==> src/rtl/change_monitor_pkg.sv <==
// change_monitor_pkg: shared types and defaults for the change monitor.
// Holds the entry layout, default widths and the pointer-width helper.
package change_monitor_pkg;

    localparam int DATA_W_DEF = 6;
    localparam int TS_W_DEF   = 16;
    localparam int DEPTH_DEF  = 8;

    // Width of a FIFO index; the FIFO pointers carry one extra wrap bit.
    function automatic int ptr_w(input int depth);
        return $clog2(depth);
    endfunction

    localparam int PTR_W = $clog2(DEPTH_DEF);

    // Layout of one recorded event at the default widths.
    typedef struct packed {
        logic [TS_W_DEF-1:0]   ts;
        logic [DATA_W_DEF-1:0] data;
    } entry_t;

endpackage

==> src/rtl/sync_fifo.sv <==
// sync_fifo: single-clock FIFO with registered storage and occupancy count.
// Ports: clk, rst (sync, high), wr_en/wr_data, rd_en/rd_data, full, empty, count.
module sync_fifo
    import change_monitor_pkg::*;
#(
    parameter int WIDTH = 22,
    parameter int DEPTH = 8
) (
    input  logic                     clk,
    input  logic                     rst,
    input  logic                     wr_en,
    input  logic [WIDTH-1:0]         wr_data,
    input  logic                     rd_en,
    output logic [WIDTH-1:0]         rd_data,
    output logic                     full,
    output logic                     empty,
    output logic [$clog2(DEPTH):0]   count
);

    localparam int PW = ptr_w(DEPTH);

    logic [WIDTH-1:0] mem [DEPTH];
    logic [PW:0]      wr_ptr;
    logic [PW:0]      rd_ptr;
    logic             do_wr;
    logic             do_rd;

    assign empty = (wr_ptr == rd_ptr);
    assign full  = (wr_ptr[PW] != rd_ptr[PW]) &&
                   (wr_ptr[PW-1:0] == rd_ptr[PW-1:0]);

    // A read in the same cycle frees the slot the write is about to use.
    assign do_rd = rd_en && !empty;
    assign do_wr = wr_en && (!full || do_rd);

    assign count   = wr_ptr - rd_ptr;
    assign rd_data = mem[rd_ptr[PW-1:0]];

    always_ff @(posedge clk) begin
        if (rst) begin
            wr_ptr <= '0;
            rd_ptr <= '0;
            for (int i = 0; i < DEPTH; i++) begin
                mem[i] <= '0;
            end
        end else begin
            if (do_wr) begin
                mem[wr_ptr[PW-1:0]] <= wr_data;
                wr_ptr <= wr_ptr + (PW+1)'(1);
            end
            if (do_rd) begin
                rd_ptr <= rd_ptr + (PW+1)'(1);
            end
        end
    end

endmodule

==> src/rtl/change_monitor.sv <==
// change_monitor: records {ts, sample} into a FIFO whenever the sample changes.
// Ports: clk, rst, en, sample_in, out_valid/out_ready/out_ts/out_data, count, overflow.
module change_monitor
    import change_monitor_pkg::*;
#(
    parameter int DATA_W = DATA_W_DEF,
    parameter int TS_W   = TS_W_DEF,
    parameter int DEPTH  = DEPTH_DEF
) (
    input  logic                   clk,
    input  logic                   rst,
    input  logic                   en,
    input  logic [DATA_W-1:0]      sample_in,
    output logic                   out_valid,
    input  logic                   out_ready,
    output logic [TS_W-1:0]        out_ts,
    output logic [DATA_W-1:0]      out_data,
    output logic [$clog2(DEPTH):0] count,
    output logic                   overflow
);

    typedef struct packed {
        logic [TS_W-1:0]   ts;
        logic [DATA_W-1:0] data;
    } slot_t;

    localparam int SLOT_W = $bits(slot_t);

    logic [TS_W-1:0]   ts;
    logic [DATA_W-1:0] last;
    logic              primed;
    logic              evt;
    logic              pop;
    logic              full;
    logic              empty;
    slot_t             wr_slot;
    slot_t             rd_slot;
    logic [SLOT_W-1:0] rd_vec;

    // The first enabled edge always logs, mirroring the time-0 monitor line.
    assign evt = en && (!primed || (sample_in != last));
    assign pop = !empty && out_ready;

    assign wr_slot = '{ts: ts, data: sample_in};
    assign rd_slot = slot_t'(rd_vec);

    assign out_valid = !empty;
    assign out_ts    = rd_slot.ts;
    assign out_data  = rd_slot.data;

    always_ff @(posedge clk) begin
        if (rst) begin
            ts       <= '0;
            last     <= '0;
            primed   <= 1'b0;
            overflow <= 1'b0;
        end else begin
            if (en) begin
                ts     <= ts + TS_W'(1);
                last   <= sample_in;
                primed <= 1'b1;
            end
            if (evt && full && !pop) begin
                overflow <= 1'b1;
            end
        end
    end

    sync_fifo #(
        .WIDTH (SLOT_W),
        .DEPTH (DEPTH)
    ) u_fifo (
        .clk     (clk),
        .rst     (rst),
        .wr_en   (evt),
        .wr_data (wr_slot),
        .rd_en   (out_ready),
        .rd_data (rd_vec),
        .full    (full),
        .empty   (empty),
        .count   (count)
    );

endmodule

==> config.mk <==
export PLATFORM = sky130hd
export DESIGN_NAME = change_monitor
export DESIGN_NICKNAME = d
export VERILOG_FILES = /design/src/rtl/change_monitor_pkg.sv /design/src/rtl/sync_fifo.sv /design/src/rtl/change_monitor.sv
export SDC_FILE = /design/constraint.sdc
export NUM_CORES = 1
export LEC_CHECK = 0
export ABC_CLOCK_PERIOD_IN_PS = 2600
export CAP_MARGIN = 0
export CORE_MARGIN = 4
export CORE_UTILIZATION = 32
export DETAILED_ROUTE_END_ITERATION = 8
export GPL_TIMING_DRIVEN = 0
export PLACE_DENSITY = 0.54
export SLEW_MARGIN = 20
export SYNTH_ARGS = -nofsm -noshare
export SYNTH_HDL_FRONTEND = slang
export SYNTH_SLANG_ARGS = --single-unit
==> constraint.sdc <==
create_clock -name clk -period 2.6 [get_ports clk]
set_input_delay 0.52 -clock clk [delete_from_list [all_inputs] [get_ports clk]]
set_output_delay 0.52 -clock clk [all_outputs]
set_load 0.02 [all_outputs]
==> out/qor.yml <==
outcome:
  status: "complete, but fails checks"
  violations: "setup timing"
sta:
  fin_ws_ps: -55.24
  clock-skew-final_ps: 8.050
  fin_crit_sh: 1.021
  holdWs_ps: 485.7
  fin_crit_ps: 2655
  fmax_mhz: 376.6
  rsz0062_at_grt: "yes"
  hold_viol_final: 0
  finalSetupViolCount: 20
  maxSlewHeadroom: 0.5717
  worst_pin_slew_ps: 642.5
  final.setup.tns_ps: -347.2
  maxSlewViolCount: 0
synthesis:
  synth-main-ff-cell: "edfxtp_1"
  ys_ff_latch: 211
  seq_area_frac_synth: 0.6436
  async_flop_share: 0
  ys_types: 36
  synth_edf_count: 176
  yosysWarnings: 0
  syn-cell-area_mm2: 0.009300
  avgSynthCellArea_um2: 13.60
  syn_inst: 684
  synth_fp_nets: 701
global_route:
  track_usage: 0.1407
  grt_max_degree: 23
  grt_use_met2: 0.2369
  antenna_found_initial: 0
  grt_busiest_layer: "met2"
  grt_overflow: 0
  use_met3: 0.02289
  first_global_vias: 5725
  grt_pass1_wl_mm: 34.07
  use_met1: 0.1941
pwr:
  switchingPower_mw: 2.057
  switching_share: 0.2393
  power_density_mw_per_mm2: 756.8
  pwr-share-comb: 0.175
  pwr-share-clk: 0.374
  p_seq_frac: 0.451
  vdd_ir_drop_max_uv: 380.5
  p_int_mw: 6.539
  p_leak_nw: 3.929
placed_design:
  routabilityCongestion: 0.7713
  post-place-cells: 1108
  io_buffer_count: 36
  post-dp-hpwl_mm: 14.09
critical_path:
  critPathLaunchType: "flip-flop"
  critPathKind: "flip-flop to primary output"
  critical_path_required_ps: 2080
  cp_data_arrival_time_ps: 2140
  endpoint_kind: "primary output"
  rr_startpoint: "u_fifo.wr_ptr[0]"
  path_max_fanout: 7
final_layout:
  drive_gt1_frac: 0.2429
  final_util: 0.3957
  syn_to_final_growth_pct: 22.13
  finalNetCount: 771
  mostFrequentLayoutCells: "211 x nor2_1, 176 x edfxtp_1, 44 x mux4_2, 30 x dfxtp_1"
  final_common_cell: "nor2_1"
  fill_cells: 2726
  layoutNonFillerInstCount: 1154
  num_antenna_cells: 0
job:
  cap_violations: 0
clock_network:
  clkSinkCount: 211
  cts-root-buf: "clkbuf_16"
  clk-insertion-delay-late_ps: 490
  cts_buffers: 23
  htreeDepth: 1
  cts_tree: "yes"
  cts.clk_slew.worst_paths_ps: 60
  cts_max_path_buffers: 3
floorplan:
  coreArea_mm2: 0.02870
  io_pins: 38
  start_util: 0.3240
  die_h_um: 178.5
  die_area_mm2: 0.03186
  placementRows: 62
  die_width_um: 178.5
route:
  route.detailed.drc: 0
  vias: 5455
  ant_nets: 0
  dr.first_iter.drc_count: 433
  dr.pass1.iters: 5
  drt_wl_total_mm: 22.07
  wl_per_cell_um: 19.12
  avgViaCountPerCell: 4.727
hold_path:
  hp-class: "flip-flop to flip-flop"
  hold_start: "primed"
-- cell families after synthesis --
logic type,count (synthesis),share of synthesized area
AND/OR/NAND/NOR,286,0.1368
adder cells (fa/ha/maj),7,0.01022
XOR/XNOR,25,0.02354
buffers and inverters,68,0.03431
flip-flops,211,0.6436
AO/OA/AOI/OAI,13,0.009551
multiplexers,74,0.1419
-- flip-flops by register name, summed over array words and instances (netlist names), named ones only --
| signal | cells |
|---|---|
| overflow | 1 |
| primed | 1 |
| u_fifo.rd_ptr | 4 |
| ts | 16 |
| u_fifo.mem | 176 |
| last | 6 |
| u_fifo.wr_ptr | 4 |
-- power groups by stage --
stage          clock [mW]  sequential (mW)  combinational (mW)
2_1_floorplan           0             3.92               0.823
3_3_place_gp            0             3.94                1.27
3_5_place_dp            0             3.94                1.29
4_1_cts              3.26             3.88                1.56
5_1_grt              3.40             3.89                1.62
6_report             3.22             3.87                1.51
-- cell usage after synthesis, drive strengths merged (3+ instances only) --
master | instances | share of area
ha | 6 | 0.0081
mux2 | 23 | 0.028
nand2 | 8 | 0.0032
mux4 | 44 | 0.11
xnor2 | 10 | 0.0094
dfxtp | 35 | 0.075
xor2 | 15 | 0.014
inv | 8 | 0.0032
clkbuf | 13 | 0.0052
nand2b | 31 | 0.021
buf | 47 | 0.026
nand3 | 10 | 0.0059
nor2 | 211 | 0.085
o21ai | 3 | 0.0016
nor3 | 3 | 0.0016
and3 | 3 | 0.0020
edfxtp | 176 | 0.57
a21oi | 5 | 0.0027
or3 | 3 | 0.0020
mux2i | 7 | 0.0075
nand4 | 13 | 0.013
-- cell type report --
type                    count  area (um^2)  area share
plain buffers              59        384.1     0.03382
multi-input cells         405         3115      0.2743
flip-flops and latches    211         5997      0.5280
well taps                 384        480.5     0.04230
clock inverters            12        111.4    0.009804
inverters                   8        30.03    0.002644
clock buffers              29        638.1     0.05618
repair buffers             46        601.8     0.05299
-- per-stage QoR --
step                cell area [um^2]  power, mW  setup WS [ps]
floorplan                       9300      4.739          249.4
global placement               10140      5.205          -1033
detailed placement             10270      5.228         -509.1
CTS                            11340      8.702         -124.1
global route                   11360      8.912         -98.51
finish                         11360      8.596         -55.24
-- worst max-delay path: stages, from the launching register on --
cell and delay, ps:
dfxtp_4 360, buf_12 160, clkbuf_16 170, mux4_2 510
mux2_4 300, buf_6 130
-- final timing paths --
| check | to | slack, ps | cells after the start |
|---|---|---|---|
| max | out_ts[0] | -60 | 5 |
| min | primed | 490 | 2 |
| max reg2reg | u_fifo.mem[6][20] | 160 | 8 |
| min reg2reg | primed | 490 | 2 |
-- routing by layer --
metal	routed length, um	vias up
met1	9741	2741
met3	1244	20
met4	268	0
met2	10810	126
met5	0	-
li1	-	2568
-- repair_timing --
| item | 4_1_cts | 5_1_grt |
|---|---|---|
| cloned | 4 | 1 |
| endpoints found under the setup margin | 99 | 115 |
| resized for setup | 188 | 26 |
| setup buffers | 4 | 0 |
| hold buffers | 0 | 0 |
| endpoints found under the hold margin | 0 | 0 |
Note: power is estimated with default switching activity, not from simulation.
